`config.mk`:
```
export PLATFORM = sky130hd
export DESIGN_NAME = layer_hit_scanner
export DESIGN_NICKNAME = d
export VERILOG_FILES = /design/src/rtl/layer_hdr_pkg.sv /design/src/rtl/layer_hit_test.sv /design/src/rtl/layer_hit_scanner.sv
export SDC_FILE = /design/constraint.sdc
export NUM_CORES = 1
export LEC_CHECK = 0
export BUFFER_PORTS_ARGS = -buffer_cell sky130_fd_sc_hd__buf_2
export CORE_MARGIN = 2
export CORE_UTILIZATION = 48
export DETAILED_ROUTE_END_ITERATION = 10
export PLACE_DENSITY_LB_ADDON = 0.2
export SYNTH_ARGS = -nofsm -noshare
export SYNTH_HDL_FRONTEND = slang
export SYNTH_SLANG_ARGS = --single-unit
```
`constraint.sdc`:
```
create_clock -name clk -period 8.1 [get_ports clk]
set_input_delay 0.405 -clock clk [delete_from_list [all_inputs] [get_ports clk]]
set_output_delay 0.405 -clock clk [all_outputs]
set_load 0.03 [all_outputs]
```
`src/rtl/layer_hdr_pkg.sv`:
```
// Layer header field map and scan-state encoding shared by the header,
// hit-scan and sprite/text fetch stages.
//
// Header layout (128 bits):
//   [0]       populated flag
//   [1]       sprite flag (1 = sprite, 0 = text run)
//   [2]       hidden flag
//   [31:16]   width  (sprite pixels, or font width for text)
//   [47:32]   height (sprite pixels, or font height for text)
//   [63:48]   X position, signed
//   [79:64]   Y position, signed
//   [111:96]  character count (text only)
package layer_hdr_pkg;

  localparam int HDR_W          = 128;
  localparam int FIELD_W        = 16;

  localparam int FLAG_POPULATED = 0;
  localparam int FLAG_SPRITE    = 1;
  localparam int FLAG_HIDDEN    = 2;

  localparam int WIDTH_LSB      = 16;
  localparam int HEIGHT_LSB     = 32;
  localparam int XPOS_LSB       = 48;
  localparam int YPOS_LSB       = 64;
  localparam int NCHARS_LSB     = 96;

  typedef enum logic [1:0] {
    IDLE = 2'd0,
    SCAN = 2'd1,
    DONE = 2'd2
  } scan_state_t;

  // Pulls one 16-bit field out of a header given its lsb position.
  function automatic logic [FIELD_W-1:0] hdrField(input logic [HDR_W-1:0] hdr,
                                                  input int lsb);
    return hdr[lsb +: FIELD_W];
  endfunction

endpackage

```
`src/rtl/layer_hit_test.sv`:
```
// Combinational coverage test of one layer header against one pixel.
//
// Ports:
//   flags     in   3        populated / sprite / hidden flags
//   width     in   16       sprite width or font width
//   height    in   16       sprite height or font height
//   xPos      in   16       layer X position, signed
//   yPos      in   16       layer Y position, signed
//   nChars    in   16       character count (text layers)
//   pixelX    in   COORD_W  pixel X, unsigned
//   pixelY    in   COORD_W  pixel Y, unsigned
//   candidate out  1        layer is populated and visible
//   covers    out  1        pixel lies inside the layer rectangle
//   dx        out  16       pixelX - xPos (in-layer X offset when covering)
//   dy        out  16       pixelY - yPos (in-layer Y offset when covering)
module layer_hit_test
  import layer_hdr_pkg::*;
#(
  parameter int COORD_W = 11
) (
  input  logic [2:0]         flags,
  input  logic [15:0]        width,
  input  logic [15:0]        height,
  input  logic [15:0]        xPos,
  input  logic [15:0]        yPos,
  input  logic [15:0]        nChars,
  input  logic [COORD_W-1:0] pixelX,
  input  logic [COORD_W-1:0] pixelY,
  output logic               candidate,
  output logic               covers,
  output logic [15:0]        dx,
  output logic [15:0]        dy
);

  logic [17:0] dxFull;
  logic [17:0] dyFull;
  logic [31:0] extW;
  logic [31:0] extH;
  logic        insideX;
  logic        insideY;

  // 18-bit signed differences: the unsigned pixel coordinate is zero-extended
  // and the signed position sign-extended, so partly off-screen layers with
  // negative positions still produce correct offsets.
  assign dxFull = {{(18-COORD_W){1'b0}}, pixelX} - {{2{xPos[15]}}, xPos};
  assign dyFull = {{(18-COORD_W){1'b0}}, pixelY} - {{2{yPos[15]}}, yPos};

  // Text runs are nChars glyphs wide; the product is kept at full 32 bits so
  // long runs never wrap into a spuriously narrow extent.
  assign extW = flags[FLAG_SPRITE] ? {16'd0, width}
                                   : ({16'd0, width} * {16'd0, nChars});
  assign extH = {16'd0, height};

  // A zero extent makes the upper-bound test impossible, so empty layers and
  // text runs with no characters never cover anything.
  assign insideX = !dxFull[17] && ({15'd0, dxFull[16:0]} < extW);
  assign insideY = !dyFull[17] && ({15'd0, dyFull[16:0]} < extH);

  assign covers    = insideX && insideY;
  assign candidate = flags[FLAG_POPULATED] && !flags[FLAG_HIDDEN];
  assign dx        = dxFull[15:0];
  assign dy        = dyFull[15:0];

endmodule

```
`src/rtl/layer_hit_scanner.sv`:
```
// Pipeline stage 2: for each accepted pixel, walks layer headers from the
// frontmost (layer 0) backwards and reports the first populated, visible
// layer that covers the pixel, or background if none does.
//
// Ports:
//   clk          in   1        pipeline clock
//   reset        in   1        asynchronous, active-high reset
//   pixelValid   in   1        upstream presents a pixel
//   pixelReady   out  1        pixel accepted (only while idle)
//   pixelX       in   COORD_W  pixel X, unsigned
//   pixelY       in   COORD_W  pixel Y, unsigned
//   layer        out  LAYER_W  layer index driven to the header stage
//   layerHeader  in   128      header of `layer`, valid in the same cycle
//   hitValid     out  1        result valid
//   hitReady     in   1        downstream consumes result
//   hit          out  1        1 = covering layer found, 0 = background
//   hitLayer     out  LAYER_W  covering layer index (0 on miss)
//   hitHeader    out  128      covering layer's header (0 on miss)
//   offsetX      out  16       pixelX - layer X position (0 on miss)
//   offsetY      out  16       pixelY - layer Y position (0 on miss)
module layer_hit_scanner
  import layer_hdr_pkg::*;
#(
  parameter int NUM_LAYERS = 32,
  parameter int LAYER_W    = 5,
  parameter int COORD_W    = 11
) (
  input  logic               clk,
  input  logic               reset,
  input  logic               pixelValid,
  output logic               pixelReady,
  input  logic [COORD_W-1:0] pixelX,
  input  logic [COORD_W-1:0] pixelY,
  output logic [LAYER_W-1:0] layer,
  input  logic [HDR_W-1:0]   layerHeader,
  output logic               hitValid,
  input  logic               hitReady,
  output logic               hit,
  output logic [LAYER_W-1:0] hitLayer,
  output logic [HDR_W-1:0]   hitHeader,
  output logic [15:0]        offsetX,
  output logic [15:0]        offsetY
);

  localparam logic [LAYER_W-1:0] LAST_LAYER = LAYER_W'(NUM_LAYERS - 1);

  scan_state_t        state;
  logic [COORD_W-1:0] pixelXLatched;
  logic [COORD_W-1:0] pixelYLatched;
  logic               candidate;
  logic               covers;
  logic [15:0]        dx;
  logic [15:0]        dy;

  // Only one pixel is ever in flight, so new pixels are taken only while idle.
  assign pixelReady = (state == IDLE);

  layer_hit_test #(
    .COORD_W (COORD_W)
  ) hitTest (
    .flags     (layerHeader[2:0]),
    .width     (hdrField(layerHeader, WIDTH_LSB)),
    .height    (hdrField(layerHeader, HEIGHT_LSB)),
    .xPos      (hdrField(layerHeader, XPOS_LSB)),
    .yPos      (hdrField(layerHeader, YPOS_LSB)),
    .nChars    (hdrField(layerHeader, NCHARS_LSB)),
    .pixelX    (pixelXLatched),
    .pixelY    (pixelYLatched),
    .candidate (candidate),
    .covers    (covers),
    .dx        (dx),
    .dy        (dy)
  );

  // Scan controller. The pixel is latched on acceptance so upstream may move
  // on immediately; each scan cycle tests the header currently presented for
  // `layer`, so headers rewritten mid-scan are seen as of their own cycle.
  // The result registers are loaded once, on leaving SCAN, and then held
  // until the downstream stage takes them.
  always_ff @(posedge clk or posedge reset) begin
    if (reset) begin
      state         <= IDLE;
      layer         <= '0;
      pixelXLatched <= '0;
      pixelYLatched <= '0;
      hitValid      <= 1'b0;
      hit           <= 1'b0;
      hitLayer      <= '0;
      hitHeader     <= '0;
      offsetX       <= '0;
      offsetY       <= '0;
    end else begin
      case (state)
        IDLE: begin
          if (pixelValid) begin
            pixelXLatched <= pixelX;
            pixelYLatched <= pixelY;
            layer         <= '0;
            state         <= SCAN;
          end
        end
        SCAN: begin
          if (candidate && covers) begin
            hit       <= 1'b1;
            hitLayer  <= layer;
            hitHeader <= layerHeader;
            offsetX   <= dx;
            offsetY   <= dy;
            hitValid  <= 1'b1;
            state     <= DONE;
          end else if (layer == LAST_LAYER) begin
            hit       <= 1'b0;
            hitLayer  <= '0;
            hitHeader <= '0;
            offsetX   <= '0;
            offsetY   <= '0;
            hitValid  <= 1'b1;
            state     <= DONE;
          end else begin
            layer <= layer + LAYER_W'(1);
          end
        end
        DONE: begin
          if (hitReady) begin
            hitValid <= 1'b0;
            layer    <= '0;
            state    <= IDLE;
          end
        end
        default: begin
          state <= IDLE;
        end
      endcase
    end
  end

endmodule
```
==> flow_summary.toml <==
[detailed_routing]
dr.first_iter.drc_count = 682
totalWireLength_um = 48270
vias_per_cell = 5.588
drcViolationCount = 0
avgRoutedWirePerCell_um = 18.79
dr_total_vias = 14356
drtPass1Iterations = 5
drt.antenna.violating_nets = 0

[synth]
synth_compound_area_frac = 0.1541
synth.area.mux_share = 0.01929
ys_async_sr_fraction = 1.000
syn-num-nets = 2325
synth-warning-count = 0
synth_ff_type = "dfrtp_1"
synth_seq_cells = 196
main_combinational_cell_family_by_area_after_synthesis = "adder cells"
post_synth_inst_count = 1816
per_instance_average_area_after_synthesis_sq_um = 9.931
post_synth_instance_area_sq_mm = 0.01803
number_of_flops_mapped_to_enable_cells_by_yosys = 0
seq_area_frac_synth = 0.2720
yosysUniqueCellTypes = 73
yosys.area_share.adder = 0.3279
synthXorXnorAreaFrac = 0.02137
synth-simple-area-share = 0.1212

[die]
ioPinCount = 327
floorplan_core_area_sq_mm = 0.03679
die_area_sq_mm = 0.03914
floorplan.rows = 70
chipHeight_um = 197.8
initial_utilization = 0.4903
die_x_um = 197.8

[timing]
finalClockSkew_ns = 0.01384
fin_crit_sh = 0.9324
max_slew.worst_pin.slew_ns = 1.147
fmax_mhz = 132.4
setup-violations-final = 0
rsz0062_at_grt = "false"
post-route-min-period_ns = 7.553
slew-limit-headroom = 0.2352
slew_violations = 0
hold_viol_final = 0
timing.setup.tns_ns = 0

[finish]
area.growth.synth_to_final_pct = 14.38
layoutNonFillerInstCount = 2569
most-common-layout-cells = "326 x buf_2, 283 x inv_1, 196 x fa_1, 196 x dfrtp_1, 192 x nand2_1"
drive_gt1_frac = 0.1982
layout_commonest_cell = "buf_2"
finish.net_count = 2597

[run]
timing.max_cap.violations = 0

[placement]
place_congestion = 0.9405
io_buf_count = 326
placed_cells_incl_taps = 2537
dp.final_hpwl_um = 37940

[worst_setup_path]
end_kind = "register"
worst_setup_start_kind = "primary input"
worst_path_largest_cell_delay_ns = 0.58
arrival_ns = 7.87
path_buf_inv = 5
setup.worst_path.class = "primary input to register"
critPathRequiredTime_ns = 8.42
timing.critical_path.slowest_stage_cell = "or4_4"
timing.critical_path.mode_cell = "fa_1"
cell_class_contributing_the_biggest_share_of_worst_path_delay = "adder cells"
worst-path-max-fanout = 85

[grt]
global_route.usage.total = 0.2516
wire_length_of_the_first_global_routing_pass_um = 77470
globalRouteOverflowTotal = 0
antenna_found_initial = 2
grt_start_max_net_pins = 86
first_global_vias = 14717

[clocking]
root_buffer = "clkbuf_16"
cts.htree.levels = 4
max-clock-path-buffers = 2
insertion_delay_ns = 0.44
cts_hold_buf = 0
tritoncts = "yes"
post_cts_resized = 0
tritoncts_num_sinks = 196
cts.reportedPaths.clkPinSlew_ns = 0.07
post_cts_setup_buffer_count = 0
cts-buffers-inserted = 17

[status]
run_status = "complete, no violations"

[min_path]
worst_hold_path_type = "primary input to async pin"
-- sequential cells by signal, summed over array words and instances (netlist names) --
name	count
hitValid	1
layer	5
hit	1
offsetY	16
pixelYLatched	11
hitHeader	128
state	2
pixelXLatched	11
offsetX	16
hitLayer	5
-- cells in the mapped netlist, types with 3 or more instances --
| master | instances | area share |
|---|---|---|
| a21o_1 | 19 | 0.0079 |
| nor4_1 | 5 | 0.0017 |
| buf_4 | 3 | 0.0012 |
| and2_1 | 122 | 0.042 |
| or3_1 | 5 | 0.0017 |
| a21oi_1 | 64 | 0.018 |
| o21a_1 | 12 | 0.0050 |
| xor2_1 | 18 | 0.0087 |
| nand2b_1 | 9 | 0.0031 |
| o211ai_1 | 10 | 0.0042 |
| o21bai_1 | 6 | 0.0025 |
| buf_6 | 9 | 0.0056 |
| nand4_1 | 16 | 0.0056 |
| nand3_1 | 12 | 0.0033 |
| nand2_1 | 192 | 0.040 |
| nor3_1 | 10 | 0.0028 |
| buf_2 | 20 | 0.0056 |
| fa_1 | 196 | 0.22 |
| a22o_1 | 161 | 0.078 |
| clkbuf_1 | 60 | 0.012 |
| o211a_1 | 4 | 0.0022 |
| xnor2_1 | 26 | 0.013 |
| mux2_2 | 22 | 0.014 |
| dfrtp_1 | 196 | 0.27 |
| a2111oi_2 | 3 | 0.0025 |
| inv_1 | 284 | 0.059 |
| nor2b_1 | 8 | 0.0028 |
| a31oi_1 | 6 | 0.0021 |
| ha_1 | 159 | 0.11 |
| o21ai_1 | 6 | 0.0017 |
| o31ai_1 | 5 | 0.0021 |
| a21oi_2 | 3 | 0.0015 |
| mux2i_1 | 10 | 0.0056 |
| nor2_1 | 52 | 0.011 |
| o21ai_0 | 34 | 0.0094 |
-- kinds of logic after synthesis --
group           Yosys count
simple gates            446
buf+inv                 377
mux                      32
compound gates          366
flops                   196
xor+xnor                 44
fa+ha+maj               355
-- path summary, 6_finish.rpt --
check | startpoint | endpoint | slack, ns | cells past startpoint
worst max register to register | pixelYLatched[0] | offsetX[8] | 2.61 | 23
worst min register to register | hit | hit | 0.47 | 1
worst max-delay path | layerHeader[27] | hitHeader[76] | 0.55 | 29
max in group asynchronous | reset | offsetX[11] | 6.86 | 3
worst min-delay path | reset | hitHeader[8] | 0.04 | 2
min in group clk | layerHeader[91] | hitHeader[91] | 0.18 | 2
-- through the flow --
| step | utilization | hold slack [ns] | instance area (sq um) | setup slack, ns |
|---|---|---|---|---|
| CTS | 0.5606 | 0.04857 | 20620 | 0.5983 |
| detailed placement | 0.5448 | 0.4633 | 20040 | 0.1461 |
| finish | 0.5607 | 0.03626 | 20630 | 0.5472 |
| global placement | 0.5448 | 0.4552 | 20040 | 0.2231 |
| global route | 0.5607 | 0.06285 | 20620 | 0.1531 |
| floorplan | - | 0.4849 | 18030 | 0.6700 |
-- metal layers --
metal	wire, um	share of wire	track usage	vias up
met2	24560	0.51	0.4448	425
met1	20030	0.42	0.3198	7286
li1	-	-	-	6564
met5	13	0.00027	0	-
met3	2476	0.051	0.03373	79
met4	1180	0.024	0.07937	2
-- area by class of cell --
cell class / count / area (sq um)
Sequential cell: 196 / 4905
Inverter: 284 / 1074
Clock inverter: 12 / 143.9
Antenna cell: 2 / 5.005
Clock buffer: 18 / 439.2
Timing Repair Buffer: 346 / 1857
Fill cell: 3305 / 16160
Multi-Input combinational cell: 1243 / 11620
Tap cell: 468 / 585.6
Power is left out: the tool's default activity adds up to more than one toggle a clock period on the data nets, which glitch-free logic cannot reach.
